$ cat config.mk
export PLATFORM = sky130hd
export DESIGN_NAME = hba_qtr_array
export DESIGN_NICKNAME = d
export VERILOG_FILES = /design/src/rtl/hba_qtr_array_pkg.sv /design/src/rtl/qtr_chan.sv /design/src/rtl/hba_qtr_array.sv
export SDC_FILE = /design/constraint.sdc
export NUM_CORES = 1
export LEC_CHECK = 0
export CORE_ASPECT_RATIO = 1.1
export CORE_MARGIN = 4
export CORE_UTILIZATION = 40
export CTS_BUF_LIST = sky130_fd_sc_hd__clkbuf_2
export CTS_CLUSTER_SIZE = 14
export DETAILED_ROUTE_END_ITERATION = 8
export HOLD_SLACK_MARGIN = 0.06
export PLACE_DENSITY = 0.53
export SLEW_MARGIN = 20
export SYNTH_ARGS = -nofsm -noshare
export SYNTH_HDL_FRONTEND = slang
export SYNTH_SLANG_ARGS = --single-unit
$ cat constraint.sdc
create_clock -name hba_clk -period 3.7 [get_ports hba_clk]
set_input_delay 0.37 -clock hba_clk [delete_from_list [all_inputs] [get_ports hba_clk]]
set_output_delay 0.37 -clock hba_clk [all_outputs]
set_load 0.1 [all_outputs]
$ cat src/rtl/hba_qtr_array_pkg.sv
// rtl/hba_qtr_array_pkg.sv - shared types and constants for the QTR sensor array peripheral
package hba_qtr_array_pkg;

    typedef enum logic [1:0] {
        IDLE,
        CHARGE,
        MEASURE,
        DONE
    } chan_state_t;

    localparam int REG_CTRL     = 0;
    localparam int REG_MASK     = 1;
    localparam int REG_PERIOD   = 2;
    localparam int REG_THRESH   = 3;
    localparam int REG_STATUS   = 4;
    localparam int REG_LINE     = 5;
    localparam int REG_VAL_BASE = 8;

    localparam int CTRL_RUN     = 0;
    localparam int CTRL_INTR_EN = 1;
    localparam int CTRL_TRIGGER = 2;

    localparam int STAT_BUSY    = 0;
    localparam int STAT_DONE    = 1;
    localparam int STAT_OVERRUN = 2;

    localparam int PERIOD_RESET = 50;

endpackage

$ cat src/rtl/qtr_chan.sv
// rtl/qtr_chan.sv - one QTR channel: input synchroniser plus charge/measure FSM
module qtr_chan
    import hba_qtr_array_pkg::*;
#(
    parameter int VALUE_WIDTH   = 8,
    parameter int CHARGE_CYCLES = 600
) (
    input  logic                   clk,
    input  logic                   rst_n,
    input  logic                   start,
    input  logic                   ack,
    input  logic                   tick,
    input  logic                   in_sig,
    output logic                   done,
    output logic [VALUE_WIDTH-1:0] value,
    output logic                   out_en,
    output logic                   out_sig,
    output logic                   ctrl
);
    localparam int CW = (CHARGE_CYCLES > 1) ? $clog2(CHARGE_CYCLES) : 1;
    localparam logic [VALUE_WIDTH-1:0] VMAX = '1;

    chan_state_t            state, state_nx;
    logic [1:0]             sync_ff;
    logic [CW-1:0]          charge_cnt;
    logic [VALUE_WIDTH-1:0] count;
    logic                   in_low, charge_end, meas_end;

    assign in_low     = ~sync_ff[1];
    assign charge_end = (charge_cnt == CW'(CHARGE_CYCLES - 1));
    assign meas_end   = in_low || (count == VMAX);

    always_ff @(posedge clk or negedge rst_n) begin
        if (!rst_n) state <= IDLE;
        else        state <= state_nx;
    end

    always_comb begin
        state_nx = state;
        case (state)
            IDLE:    if (start)      state_nx = CHARGE;
            CHARGE:  if (charge_end) state_nx = MEASURE;
            MEASURE: if (meas_end)   state_nx = DONE;
            DONE:    if (ack)        state_nx = IDLE;
            default:                 state_nx = IDLE;
        endcase
    end

    // count holds the number of ticks seen since MEASURE was entered
    always_ff @(posedge clk or negedge rst_n) begin
        if (!rst_n) begin
            sync_ff    <= 2'b11;
            charge_cnt <= '0;
            count      <= '0;
            value      <= '0;
        end else begin
            sync_ff    <= {sync_ff[0], in_sig};
            charge_cnt <= (state == CHARGE) ? charge_cnt + CW'(1) : '0;
            if (state != MEASURE)      count <= '0;
            else if (!meas_end && tick) count <= count + VALUE_WIDTH'(1);
            if (state == MEASURE && meas_end) value <= count;
        end
    end

    always_comb begin
        out_en  = (state == CHARGE);
        out_sig = (state == CHARGE);
        ctrl    = (state == CHARGE) || (state == MEASURE);
        done    = (state == DONE);
    end

endmodule

$ cat src/rtl/hba_qtr_array.sv
// rtl/hba_qtr_array.sv - HBA QTR reflectance array scanner; define QTR_AVG_EN for 4-sample averaging
module hba_qtr_array
    import hba_qtr_array_pkg::*;
#(
    parameter int CLK_FREQUENCY     = 60_000_000,
    parameter int DBUS_WIDTH        = 8,
    parameter int PERIPH_ADDR_WIDTH = 4,
    parameter int REG_ADDR_WIDTH    = 8,
    parameter int ADDR_WIDTH        = PERIPH_ADDR_WIDTH + REG_ADDR_WIDTH,
    parameter int PERIPH_ADDR       = 0,
    parameter int NUM_CH            = 8,
    parameter int VALUE_WIDTH       = 8,
    parameter int TICK_US           = 10,
    parameter int CHARGE_US         = 10
) (
    input  logic                  hba_clk,
    input  logic                  hba_reset_n,
    input  logic                  hba_rnw,
    input  logic                  hba_select,
    input  logic [ADDR_WIDTH-1:0] hba_abus,
    input  logic [DBUS_WIDTH-1:0] hba_dbus,
    output logic [DBUS_WIDTH-1:0] hba_dbus_slave,
    output logic                  hba_xferack_slave,
    output logic                  slave_interrupt,
    output logic [NUM_CH-1:0]     qtr_out_en,
    output logic [NUM_CH-1:0]     qtr_out_sig,
    input  logic [NUM_CH-1:0]     qtr_in_sig,
    output logic [NUM_CH-1:0]     qtr_ctrl
);
    localparam int TICK_CYCLES   = int'(longint'(CLK_FREQUENCY) * TICK_US / 1_000_000);
    localparam int CHARGE_CYCLES = int'(longint'(CLK_FREQUENCY) * CHARGE_US / 1_000_000);
    localparam int TICKS_PER_MS  = 1000 / TICK_US;
    localparam int PW = (TICK_CYCLES > 1) ? $clog2(TICK_CYCLES) : 1;
    localparam int SW = (TICKS_PER_MS > 1) ? $clog2(TICKS_PER_MS) : 1;

    logic                   run, intr_en, trig_q, busy, done, overrun, seen;
    logic                   tick, ms_tick, sync, match, xfer, wr, rd, status_rd, req, scan_go, finish;
    logic [NUM_CH-1:0]      mask, scan_mask, line, new_line, start_vec, ack_vec, chan_done;
    logic [DBUS_WIDTH-1:0]  period, thresh, per_eff, ms_cnt, rdata;
    logic [PW-1:0]          pre_cnt;
    logic [SW-1:0]          sub_cnt;
    logic [31:0]            radr;
    logic [VALUE_WIDTH-1:0] val [NUM_CH];
    logic [VALUE_WIDTH-1:0] chan_value [NUM_CH];
    logic [VALUE_WIDTH-1:0] new_val [NUM_CH];

    assign tick    = (pre_cnt == PW'(TICK_CYCLES - 1));
    assign ms_tick = tick && (sub_cnt == SW'(TICKS_PER_MS - 1));
    assign per_eff = (period == '0) ? DBUS_WIDTH'(1) : period;
    assign sync    = run && ms_tick && (ms_cnt >= per_eff - DBUS_WIDTH'(1));

    // the ms counters are held at zero while stopped so run 0->1 restarts the period
    always_ff @(posedge hba_clk or negedge hba_reset_n) begin
        if (!hba_reset_n) begin
            pre_cnt <= '0;
            sub_cnt <= '0;
            ms_cnt  <= '0;
        end else begin
            pre_cnt <= tick ? '0 : pre_cnt + PW'(1);
            if (!run) begin
                sub_cnt <= '0;
                ms_cnt  <= '0;
            end else if (tick) begin
                sub_cnt <= ms_tick ? '0 : sub_cnt + SW'(1);
                if (ms_tick) ms_cnt <= (ms_cnt >= per_eff - DBUS_WIDTH'(1)) ? '0 : ms_cnt + DBUS_WIDTH'(1);
            end
        end
    end

    assign match     = hba_select && (hba_abus[ADDR_WIDTH-1:REG_ADDR_WIDTH] == PERIPH_ADDR_WIDTH'(PERIPH_ADDR));
    assign xfer      = match && !seen;
    assign wr        = xfer && !hba_rnw;
    assign rd        = xfer && hba_rnw;
    assign radr      = 32'(hba_abus[REG_ADDR_WIDTH-1:0]);
    assign status_rd = rd && (radr == REG_STATUS);

    always_comb begin
        rdata = '0;
        case (radr)
            REG_CTRL:   rdata = DBUS_WIDTH'({intr_en, run});
            REG_MASK:   rdata = DBUS_WIDTH'(mask);
            REG_PERIOD: rdata = period;
            REG_THRESH: rdata = thresh;
            REG_STATUS: rdata = DBUS_WIDTH'({overrun, done, busy});
            REG_LINE:   rdata = DBUS_WIDTH'(line);
            default:
                for (int i = 0; i < NUM_CH; i++)
                    if (radr == 32'(REG_VAL_BASE + i)) rdata = DBUS_WIDTH'(val[i]);
        endcase
    end

    always_ff @(posedge hba_clk or negedge hba_reset_n) begin
        if (!hba_reset_n) begin
            run               <= 1'b0;
            intr_en           <= 1'b0;
            trig_q            <= 1'b0;
            mask              <= '0;
            period            <= DBUS_WIDTH'(PERIOD_RESET);
            thresh            <= '0;
            seen              <= 1'b0;
            hba_xferack_slave <= 1'b0;
            hba_dbus_slave    <= '0;
        end else begin
            seen              <= match;
            hba_xferack_slave <= xfer;
            hba_dbus_slave    <= rd ? rdata : '0;
            trig_q            <= wr && (radr == REG_CTRL) && hba_dbus[CTRL_TRIGGER];
            if (wr) begin
                case (radr)
                    REG_CTRL: begin
                        run     <= hba_dbus[CTRL_RUN];
                        intr_en <= hba_dbus[CTRL_INTR_EN];
                    end
                    REG_MASK:   mask   <= hba_dbus[NUM_CH-1:0];
                    REG_PERIOD: period <= hba_dbus;
                    REG_THRESH: thresh <= hba_dbus;
                    default: ;
                endcase
            end
        end
    end

    assign req       = sync || trig_q;
    assign scan_go   = req && (mask != '0) && !busy;
    assign finish    = busy && (&(chan_done | ~scan_mask));
    assign start_vec = scan_go ? mask : '0;
    assign ack_vec   = finish ? scan_mask : '0;

    always_ff @(posedge hba_clk or negedge hba_reset_n) begin
        if (!hba_reset_n) begin
            busy      <= 1'b0;
            scan_mask <= '0;
            done      <= 1'b0;
            overrun   <= 1'b0;
        end else begin
            if (scan_go) begin
                busy      <= 1'b1;
                scan_mask <= mask;
            end else if (finish) begin
                busy <= 1'b0;
            end
            if (status_rd) begin
                done    <= 1'b0;
                overrun <= 1'b0;
            end
            if (finish)       done    <= 1'b1;
            if (req && busy)  overrun <= 1'b1;
        end
    end

    assign slave_interrupt = done && intr_en;

`ifdef QTR_AVG_EN
    logic [VALUE_WIDTH-1:0] hist [NUM_CH][3];
    logic [VALUE_WIDTH+1:0] acc;

    always_comb begin
        acc = '0;
        for (int i = 0; i < NUM_CH; i++) begin
            acc = (VALUE_WIDTH+2)'(hist[i][0]) + (VALUE_WIDTH+2)'(hist[i][1])
                + (VALUE_WIDTH+2)'(hist[i][2]) + (VALUE_WIDTH+2)'(chan_value[i]);
            new_val[i] = acc[VALUE_WIDTH+1:2];
        end
    end
`else
    always_comb begin
        for (int i = 0; i < NUM_CH; i++) new_val[i] = chan_value[i];
    end
`endif

    always_comb begin
        for (int i = 0; i < NUM_CH; i++)
            new_line[i] = DBUS_WIDTH'(scan_mask[i] ? new_val[i] : val[i]) >= thresh;
    end

    // disabled channels keep their previous snapshot across a scan
    always_ff @(posedge hba_clk or negedge hba_reset_n) begin
        if (!hba_reset_n) begin
            line <= '0;
            for (int i = 0; i < NUM_CH; i++) begin
                val[i] <= '0;
`ifdef QTR_AVG_EN
                for (int j = 0; j < 3; j++) hist[i][j] <= '0;
`endif
            end
        end else if (finish) begin
            line <= new_line;
            for (int i = 0; i < NUM_CH; i++) begin
                if (scan_mask[i]) begin
                    val[i] <= new_val[i];
`ifdef QTR_AVG_EN
                    hist[i][2] <= hist[i][1];
                    hist[i][1] <= hist[i][0];
                    hist[i][0] <= chan_value[i];
`endif
                end
            end
        end
    end

    for (genvar g = 0; g < NUM_CH; g++) begin : g_chan
        qtr_chan #(
            .VALUE_WIDTH   (VALUE_WIDTH),
            .CHARGE_CYCLES (CHARGE_CYCLES)
        ) u_chan (
            .clk     (hba_clk),
            .rst_n   (hba_reset_n),
            .start   (start_vec[g]),
            .ack     (ack_vec[g]),
            .tick    (tick),
            .in_sig  (qtr_in_sig[g]),
            .done    (chan_done[g]),
            .value   (chan_value[g]),
            .out_en  (qtr_out_en[g]),
            .out_sig (qtr_out_sig[g]),
            .ctrl    (qtr_ctrl[g])
        );
    end

endmodule

==> flow_summary.yaml <==
status:
  status: "finished, final reports clean"
routing:
  drt-pass1-iter-count: 5
  antenna_left: 0
  drc: 0
  wl_per_cell_microns: 18.38
  routed_wl_mm: 49.58
  vias: 14040
  drt_iter0_drc: 941
  avgViaCountPerCell: 5.206
place:
  dpl.cell_count: 2477
  dp.final_hpwl_mm: 33.63
  routabilityCongestion: 0.8762
  port_buffers: 65
floorplan:
  die_h_microns: 244.4
  pin_count: 66
  start_util: 0.4052
  die_area_sq_um: 54470
  die-width_microns: 222.9
  num_rows: 86
  core_sq_um: 50140
grt:
  grt_pass1_vias: 14220
  grt_overflow_total: 0
  grt_usage: 0.1826
  grt_pass1_wl_mm: 79.51
  grt_antenna_before_repair: 2
  grt_max_degree: 94
sta:
  worst_pin_slew_ps: 1007
  setup_viol: 0
  rsz0062_at_grt: "false"
  hold_violations: 0
  tns_ps: 0
  period_share: 0.9791
  finalCriticalPeriod_ps: 3623
  fmax_mhz: 276.0
  clock_skew_ps: 78.70
  max-slew-margin-rel: 0.3264
  final_max_slew_viol_count: 0
min_path:
  holdPathEnd: "trig_q$_DFF_PN0_"
  hold_class: "in -> reg"
  min-delay-start: "hba_abus[9]"
  hold_path_depth: 6
synth:
  ys_types: 62
  synth-async-reset-ratio: 1.000
  ys_warn_count: 0
  seq_area_frac_synth: 0.4753
  synth_edf_count: 0
  yosys-top-cells-count: "dfrtp_1 (366), mux2_2 (203), ha_1 (132)"
  synthesis.area_sq_um: 20320
  syn_nets: 1961
  synth_largest_area_cell: "dfrtp_1"
  synth_top_area_frac: 0.4508
  synth_area_leaders: "dfrtp_1 (45%), mux2_2 (11%), ha_1 (8.1%)"
  netlist_instances: 1797
  ys.flop_type: "dfrtp_1"
  synthMostInstantiatedCell: "dfrtp_1"
  syn_area_per_cell_sq_um: 11.31
  synth-seq-cells: 385
layout:
  final_nets: 2114
  fin_cells: 2697
  syn2layout_area_growth_pct: 12.75
  drive_above_1_share: 0.2354
worst_setup_path:
  critPathMaxFanout: 4
  r2r_setup_slack_ps: 80
  worstReg2RegStart: "period[1]$_DFFE_PN1P_"
  worstSetupPathType: "reg -> reg"
  rr_worst_depth: 14
  r2r-end: "g_chan[7].u_chan.state[1]$_DFFE_PN0P_"
  crit_arrival_ps: 4560
  cp-start-kind: "register"
  crit_path_end_kind: "register"
  required_ps: 4640
clock_tree:
  path_clk_slew_ps: 120
  cts_sinks: 385
  cts_root_buffer: "clkbuf_2"
  tritoncts: "built"
  post_cts_buffers: 0
  ctsLongestPathBuffers: 3
  htree_num_levels: 3
  cts_inserted_buffers: 106
  clock_latency_ps: 1050
power:
  cellLeakagePower_uw: 0.01093
  power_density_nw_per_um2: 384.2
  irDropWorstVdd_uv: 352.5
job:
  drv_cap: 0
layer usage:
| metal | part of all wire | global-route usage | vias up |
|---|---|---|---|
| met4 | 0.029 | 0.06908 | 0 |
| met3 | 0.048 | 0.03385 | 99 |
| met2 | 0.45 | 0.2843 | 314 |
| met5 | 0 | 0 | - |
| met1 | 0.47 | 0.2550 | 6889 |
| li1 | - | - | 6739 |
through the flow:
step	util	cell area, sq um	hold WS, ps	power [uW]	setup WS (ps)
2_1_floorplan	-	20320	74.41	5554	348.6
3_3_place_gp	0.4321	21670	345.4	5855	73.75
3_5_place_dp	0.4321	21670	346.8	5870	111.6
4_1_cts	0.4561	22870	93.80	9009	52.33
5_1_grt	0.4568	22910	158.0	9323	17.16
6_report	0.4569	22910	271.8	8801	77.41
layout by cell type (no fill, tap or decap), types with 7 or more instances in the layout:
master,Yosys,layout
a221o_1,7,7
and3_1,41,41
dfstp_2,19,19
mux2_4,7,7
dlygate4sd3_1,0,24
nand4_1,41,41
nor3b_1,15,15
mux2i_1,28,28
nor2b_1,29,29
ha_1,132,132
a21o_1,24,24
xor2_1,42,42
clkinv_1,4,24
nand3_1,90,90
inv_1,48,48
mux2_2,203,203
a21boi_0,11,11
clkdlybuf4s50_1,0,45
o211ai_1,9,9
nor3_1,27,27
and2_1,89,89
dfrtp_1,366,366
nor4_1,12,11
nor2_1,72,72
a221oi_1,11,11
nand2_1,101,101
a21oi_1,53,53
a22o_1,11,11
nand2b_1,13,13
xnor2_1,90,90
mux4_2,8,8
o21ai_0,56,56
clkbuf_2,0,169
buf_4,24,46
registers in the layout (all words and copies together) (netlist names), 10 cells and up:
signal                    flops
g_chan.u_chan.charge_cnt     80
g_chan.u_chan.count          64
g_chan.u_chan.state          16
g_chan.u_chan.sync_ff        16
g_chan.u_chan.value          64
pre_cnt                      10
val                          64
critical path: stages, from the launching register on:
cell and delay [ps]:
dfstp_2 580, nor2_1 80, nand2_1 80, nor2_1 40
nor2_1 120, ha_1 200, nand2b_1 90, or2_2 290
xor2_1 150, ha_1 270, nand4_1 160, o311ai_0 530
o2111a_1 390, o221ai_1 210, mux2_2 310
worst max-delay path by stage:
stage,end,cells past startpoint,startpoint,slack [ps]
after global routing,g_chan[7].u_chan.state[1]$_DFFE_PN0P_,14,period[1]$_DFFE_PN1P_,20
after global placement,g_chan[6].u_chan.state[1]$_DFFE_PN0P_,15,period[5]$_DFFE_PN1P_,70
after floorplan,g_chan[0].u_chan.state[1]$_DFFE_PN0P_,15,period[4]$_DFFE_PN1P_,350
after detailed placement,g_chan[4].u_chan.state[1]$_DFFE_PN0P_,15,period[5]$_DFFE_PN1P_,110
final,g_chan[7].u_chan.state[1]$_DFFE_PN0P_,14,period[1]$_DFFE_PN1P_,80
after CTS,g_chan[0].u_chan.state[1]$_DFFE_PN0P_,15,period[1]$_DFFE_PN1P_,50
where the power goes:
group | leakage, uW | total (uW) | switching, uW | internal [uW]
Clock | 0.000750 | 3010 | 1810 | 1190
Combinational | 0.00490 | 1480 | 1100 | 383
Sequential | 0.00528 | 4310 | 42.7 | 4270
Total | 0.0109 | 8800 | 2950 | 5850
repair_timing:
item,CTS,global route
gates resized for setup,1,7
hold buffers,25,0
pin swaps,0,1
hold endpoints to repair,409,0
endpoints found under the setup margin,1,23
layout make-up:
type	instances	area, sq um
Antenna cell	2	5.005
Clock buffer	169	845.8
Inverter	52	195.2
Fill cell	4822	27230
Multi-Input combinational cell	1281	10090
Timing Repair Buffer	124	1199
Sequential cell	385	9658
Clock inverter	24	91.34
Tap cell	660	825.8
cells by family (layout without fill, tap and decap cells):
group                      after synthesis  after routing  synth area share
muxes                                  246            246            0.1403
and+or+nand+nor                        557            557            0.1488
buffers and inverters                  131            369           0.02950
other                                    0              2                 0
DFF                                    385            385            0.4753
AOI/OAI and AO/OA                      214            214           0.06786
xor gates and xnor gates               132            132           0.05690
adders and majority gates              132            132           0.08129
(Power assumes the default switching activity.)
